### src/rtl/div_unit.sv
// rtl/div_unit.sv - multi-cycle radix-2 restoring divider for EX div/divu (optional DIV_ZERO_FAST_EN)
module div_unit #(
    parameter int DATA_W = 32,
    parameter int CNT_W  = 6
) (
    input  logic                clk,
    input  logic                rst,
    input  logic                signed_div_i,
    input  logic [DATA_W-1:0]   opdata1_i,
    input  logic [DATA_W-1:0]   opdata2_i,
    input  logic                start_i,
    input  logic                annul_i,
    output logic [2*DATA_W-1:0] result_o,
    output logic                ready_o
);

    localparam logic [DATA_W-1:0] ONE      = {{(DATA_W-1){1'b0}}, 1'b1};
    localparam logic [CNT_W-1:0]  CNT_LAST = CNT_W'(DATA_W - 1);

    typedef enum logic [1:0] {
        S_IDLE = 2'd0,
        S_BUSY = 2'd1,
        S_DONE = 2'd2
`ifdef DIV_ZERO_FAST_EN
        ,
        S_ZERO = 2'd3
`endif
    } state_t;

    state_t              r_state;
    state_t              w_state_next;
    logic [CNT_W-1:0]    r_cnt;
    logic [DATA_W-1:0]   r_dividend;    // dividend magnitude, quotient bits shift in at the bottom
    logic [DATA_W-1:0]   r_divisor;
    logic [DATA_W-1:0]   r_rem;
    logic                r_qsign;
    logic                r_rsign;
    logic [2*DATA_W-1:0] r_result;
    logic                r_ready;

    logic                w_accept;
    logic                w_abort;
    logic                w_last;
    logic [DATA_W-1:0]   w_mag_a;
    logic [DATA_W-1:0]   w_mag_b;
    logic [DATA_W:0]     w_shift;
    logic                w_ge;
    logic [DATA_W-1:0]   w_trial;
    logic [DATA_W-1:0]   w_rem_next;
    logic [DATA_W-1:0]   w_quo_next;
    logic [DATA_W-1:0]   w_rem_fix;
    logic [DATA_W-1:0]   w_quo_fix;

    assign w_accept = start_i & ~annul_i;
    assign w_abort  = annul_i | ~start_i;
    assign w_last   = (r_cnt == CNT_LAST);

    // Operand magnitudes; 0x80000000 negates to itself, read as unsigned.
    assign w_mag_a = (signed_div_i && opdata1_i[DATA_W-1]) ? (~opdata1_i + ONE) : opdata1_i;
    assign w_mag_b = (signed_div_i && opdata2_i[DATA_W-1]) ? (~opdata2_i + ONE) : opdata2_i;

    // One restoring step: bring in the next dividend bit and try subtracting the divisor.
    // When the trial succeeds the difference is below the divisor, so DATA_W bits suffice.
    assign w_shift    = {r_rem, r_dividend[DATA_W-1]};
    assign w_ge       = (w_shift >= {1'b0, r_divisor});
    assign w_trial    = w_shift[DATA_W-1:0] - r_divisor;
    assign w_rem_next = w_ge ? w_trial : w_shift[DATA_W-1:0];
    assign w_quo_next = {r_dividend[DATA_W-2:0], w_ge};
    assign w_rem_fix  = r_rsign ? (~w_rem_next + ONE) : w_rem_next;
    assign w_quo_fix  = r_qsign ? (~w_quo_next + ONE) : w_quo_next;

    assign result_o = r_result;
    assign ready_o  = r_ready;

    // State register.
    always_ff @(posedge clk or posedge rst) begin
        if (rst) begin
            r_state <= S_IDLE;
        end else begin
            r_state <= w_state_next;
        end
    end

    // Next-state logic; annul or a dropped start always wins over completion.
    always_comb begin
        w_state_next = r_state;
        case (r_state)
            S_IDLE: begin
                if (w_accept) begin
`ifdef DIV_ZERO_FAST_EN
                    if (opdata2_i == '0) begin
                        w_state_next = S_ZERO;
                    end else
`endif
                    begin
                        w_state_next = S_BUSY;
                    end
                end
            end
            S_BUSY: begin
                if (w_abort) begin
                    w_state_next = S_IDLE;
                end else if (w_last) begin
                    w_state_next = S_DONE;
                end
            end
            S_DONE: begin
                if (w_abort) begin
                    w_state_next = S_IDLE;
                end
            end
`ifdef DIV_ZERO_FAST_EN
            S_ZERO: begin
                if (w_abort) begin
                    w_state_next = S_IDLE;
                end else begin
                    w_state_next = S_DONE;
                end
            end
`endif
            default: w_state_next = S_IDLE;
        endcase
    end

    // Datapath: operand capture, iteration, sign correction and result holding.
    always_ff @(posedge clk or posedge rst) begin
        if (rst) begin
            r_cnt      <= '0;
            r_dividend <= '0;
            r_divisor  <= '0;
            r_rem      <= '0;
            r_qsign    <= 1'b0;
            r_rsign    <= 1'b0;
            r_result   <= '0;
            r_ready    <= 1'b0;
        end else begin
            case (r_state)
                S_IDLE: begin
                    r_ready  <= 1'b0;
                    r_result <= '0;
                    if (w_accept) begin
                        r_dividend <= w_mag_a;
                        r_divisor  <= w_mag_b;
                        r_rem      <= '0;
                        r_cnt      <= '0;
                        r_qsign    <= signed_div_i & (opdata1_i[DATA_W-1] ^ opdata2_i[DATA_W-1]);
                        r_rsign    <= signed_div_i & opdata1_i[DATA_W-1];
                    end
                end
                S_BUSY: begin
                    if (w_abort) begin
                        r_cnt    <= '0;
                        r_ready  <= 1'b0;
                        r_result <= '0;
                    end else begin
                        r_rem      <= w_rem_next;
                        r_dividend <= w_quo_next;
                        r_cnt      <= r_cnt + CNT_W'(1);
                        if (w_last) begin
                            r_result <= {w_rem_fix, w_quo_fix};
                            r_ready  <= 1'b1;
                        end
                    end
                end
                S_DONE: begin
                    if (w_abort) begin
                        r_ready  <= 1'b0;
                        r_result <= '0;
                    end
                end
`ifdef DIV_ZERO_FAST_EN
                S_ZERO: begin
                    r_result <= '0;
                    r_ready  <= ~w_abort;
                end
`endif
                default: begin
                    r_ready  <= 1'b0;
                    r_result <= '0;
                end
            endcase
        end
    end

endmodule
### config.mk
export PLATFORM = sky130hd
export DESIGN_NAME = div_unit
export DESIGN_NICKNAME = d
export VERILOG_FILES = /design/src/rtl/div_unit.sv
export SDC_FILE = /design/constraint.sdc
export NUM_CORES = 1
export LEC_CHECK = 0
export ABC_CLOCK_PERIOD_IN_PS = 6500
export BUFFER_PORTS_ARGS = -buffer_cell sky130_fd_sc_hd__clkbuf_2
export CAP_MARGIN = 20
export CORE_UTILIZATION = 25
export DETAILED_ROUTE_END_ITERATION = 10
export PLACE_DENSITY = 0.46
export SYNTH_ARGS = -nofsm -noshare
export SYNTH_HDL_FRONTEND = slang
export SYNTH_SLANG_ARGS = --single-unit
### constraint.sdc
create_clock -name clk -period 6.5 [get_ports clk]
set_input_delay 0.325 -clock clk [delete_from_list [all_inputs] [get_ports clk]]
set_output_delay 0.325 -clock clk [all_outputs]
set_load 0.02 [all_outputs]
==> summary.md <==
| Metric | Value |
|---|---|
| Status | `complete, but fails checks` |
| Failing checks | `DRC` |
| RSZ-0062 raised after global routing | `false` |
| Layout cells sized above 1 | `~14%` |
| Post-synth EDFFs | `0` |
| Post-route clock period utilization | `87.6%` |
| Via-to-Cell Ratio | `approximately 5` |
| PostCTS Resize Cnt | `0` |
| R2r worst-path depth | `18` |
| Placed Area | `0.0130 mm^2` |
| Leakage power | `5.87 nW` |
| WL per Instance | `17.7 um` |
| Die width | `220 um` |
| Initial Util | `between 20% and 30%` |
| Relative slew margins | `29.3%` |
| GP Congestion | `around 0.87` |
| CTS Sinks | `171` |
| CTS tree | `built` |
| GR Overflow Total | `0` |
| Vias post-DR | `10.7k` |
| Initial drt markers | `922` |
| Ys flop type | `dfrtp_1` |
| Slew Limit Fails | `0` |
| Worst Path Max Fanout | `8` |
| Worst Path Arrival | `6.04 ns` |
| Largest net degree at the start of global routing | `99` |
| Core area | `0.0467 mm^2` |
| Post-synthesis sequential area ratio | `between 30% and 40%` |
| Critical Path RT | `about 7 ns` |
| FF-to-FF Start | `r_rem[9]` |
| Die area | `0.0482 mm^2` |
| Cell accounting for the most synthesized area | `dfrtp_1` |
| Area of the mapped netlist | `0.0118 mm^2` |
| CTS Buffer Depth | `2` |
| Ant diodes | `0` |
| Crit path launch type | `flop` |
| Max-cap viol count | `0` |
| Seq cells post-synth | `171` |
| Flop2flop setup slack | `0.81 ns` |
| Clk_lat worst skew | `0.46 ns` |
| Row cnt | `79` |
| Final HPWL DP | `around 28000 um` |
| Setup Viol. Count Final | `0` |
| Netlist cell types | `85` |
| Ys async rst share | `100%` |
| Initial antenna violation count | `0` |
| Post-layout util | `29.3%` |
| Worst-Margin Slew | `1.06 ns` |
| Clock transition at path regs | `0.07 ns` |
| Syn_area_per_cell | `8.24 um^2` |
| Syn Inst Count | `between 1k and 1.5k` |
| Most common cell after layout, fill and taps aside | `nand2_1` |
| Die Ht | `roughly 220 um` |
| Number of global-route vias before repair | `approximately 10k` |
| Fin crit period | `5.69 ns` |
| Post-route DRC | `16` |
| Min-delay src | `opdata2_i[0]` |
| Pwr Total | `3.02 mW` |
| Total negative slack | `0 ns` |
| VDD IR max | `between 0.2 and 0.25 mV` |
| Yosys top cell area share | `36.1%` |
| Setup crit end kind | `flop` |
| Final Hold Vio Count | `0` |
| Fin area | `approximately 0.014 mm^2` |
| Fmax | `176 MHz` |
| Power density over the cells | `221 mW/mm^2` |
| Fillers | `5024` |
| Worst hold-check path type | `input pin to flop` |
| Synth Warn # | `0` |
| Commonest cells after routing, fill and taps aside | `nand2_1 (221), o21ai_0 (188), dfrtp_1 (171)` |
| IO buf count | `between 100 and 150` |
| Final ANT Viol Nets | `0` |
| Reg-to-reg endpoint | `result_o[58]` |
| Final setup skew | `0.0114 ns` |
| TritonCTS Buffers | `17` |
| Area contributors post-synth | `dfrtp_1 (36%), o21ai_0 (7.9%), nand2_1 (7.0%), xnor2_1 (5.7%), xor2_1 (5.1%)` |
| H-tree Lvls | `4` |
| Routed WL | `38000 um` |
| Worst hold endpoint | `r_divisor[0]` |
| First-pass detailed-route iteration total | `8` |
| Area grow syn2layout | `15.5%` |
| First-pass GRT wire length | `60100 um` |
| Global-route usage over all layers | `16.1%` |
| Root Buffer | `clkbuf_16` |
| # nets final | `1633` |
| Critical Setup Path Class | `flop to flop` |
| I/O pins | `between 100 and 150` |
| Hold Path Depth | `2` |
| Net count after synthesis | `1544` |
## flip-flops by register name, summed over array words and instances (netlist names)
register / flops
r_state: 2
r_dividend: 32
r_qsign: 1
r_rsign: 1
result_o: 64
r_rem: 32
ready_o: 1
r_divisor: 32
r_cnt: 6
## final cells by class
class	instances	area, um^2	area share, %
Multi-Input combinational cell	1133	7010	51.2
Sequential cell	171	4280	31.3
Timing Repair Buffer	147	826	6.04
Tap cell	607	759	5.55
Clock buffer	22	484	3.54
Inverter	56	215	1.57
Clock inverter	9	111	0.814
## per-stage QoR
| step | std cells | hold WS [ns] | worst slack, ns |
|---|---|---|---|
| 6_report | 2145 | 0.122 | 0.807 |
| 5_1_grt | 2145 | 0.128 | 0.397 |
| 4_1_cts | 2143 | 0.109 | 0.844 |
| 3_5_place_dp | 2111 | 0.468 | 0.930 |
| 3_3_place_gp | 2110 | 0.461 | 0.955 |
| 2_1_floorplan | 1437 | 0.460 | 1.28 |
## power by group
group	switching, mW	internal (mW)	leakage, nW
Sequential	0.0837	1.14	2.24
Clock	0.469	0.606	0.289
Combinational	0.459	0.269	3.34
Total	1.01	2.01	5.87
## metal layers
metal	global-route usage (%)	routed length, um	share of wire, %	vias to the layer above
met5	0	0	0	-
met4	5.26	683	1.8	0
met3	2.10	1420	3.7	37
met2	25.1	17200	45	217
met1	22.8	18800	49	5162
li1	-	-	-	5276
## synth_stat cells (7+ instances only)
cell / count
o211ai_1: 10
xnor2_1: 77
nand2b_1: 10
a21o_1: 8
o31ai_1: 18
o21ai_0: 188
o41ai_1: 15
clkbuf_1: 48
and2_1: 8
buf_4: 7
inv_1: 54
a21oi_1: 101
ha_1: 37
buf_2: 8
nor3_1: 29
nand2_1: 222
nand3_1: 17
nor2b_1: 8
nor2_1: 94
or3_1: 16
o22ai_1: 32
nand4_1: 16
o21a_1: 10
dfrtp_1: 171
mux2i_1: 18
nor4_1: 14
xor2_1: 69
o21ai_1: 7
## what timing repair did
| action | 4_1_cts | 5_1_grt |
|---|---|---|
| buffers inserted | 0 | 0 |
| hold buffers | 1 | 0 |
| endpoints found under the hold margin | 50 | 0 |
## how the worst max path moves through the flow
stage               from           end  slack [ns]  cells after the start
2_1_floorplan  r_rem[12]  result_o[58]        1.28                     23
4_1_cts         r_rem[9]  result_o[58]        0.84                     18
5_1_grt         r_rem[9]  result_o[58]        0.40                     18
3_5_place_dp    r_rem[9]  result_o[58]        0.93                     18
6_report        r_rem[9]  result_o[58]        0.81                     18
3_3_place_gp   r_rem[12]  result_o[58]        0.96                     18
## kinds of logic (layout without fill, tap and decap cells)
family	count (synthesis)	count (layout)	synth area share (%)
and+or+nand+nor	473	473	18.7
adders and majority gates	38	38	4.08
muxes	20	20	1.71
DFF	171	171	36.1
xor gates and xnor gates	146	146	10.8
buffers and inverters	133	234	4.95
AOI/OAI and AO/OA	456	456	23.7
## critical path, cell delays in order (launching register included)
cell	delay, ns
dfrtp_1	0.45
ha_1	0.43
a21oi_1	0.41
o211a_1	0.19
o21ai_1	0.08
o31ai_2	0.43
o21bai_4	0.14
inv_1	0.11
mux2i_1	0.31
ha_1	0.23
nand2_1	0.07
or3_1	0.36
or4_1	0.46
or4_1	0.49
o32ai_1	0.47
nand2_1	0.18
o41ai_1	0.50
xnor2_1	0.18
o21ai_1	0.07
Power figures use the tool's default switching activity.
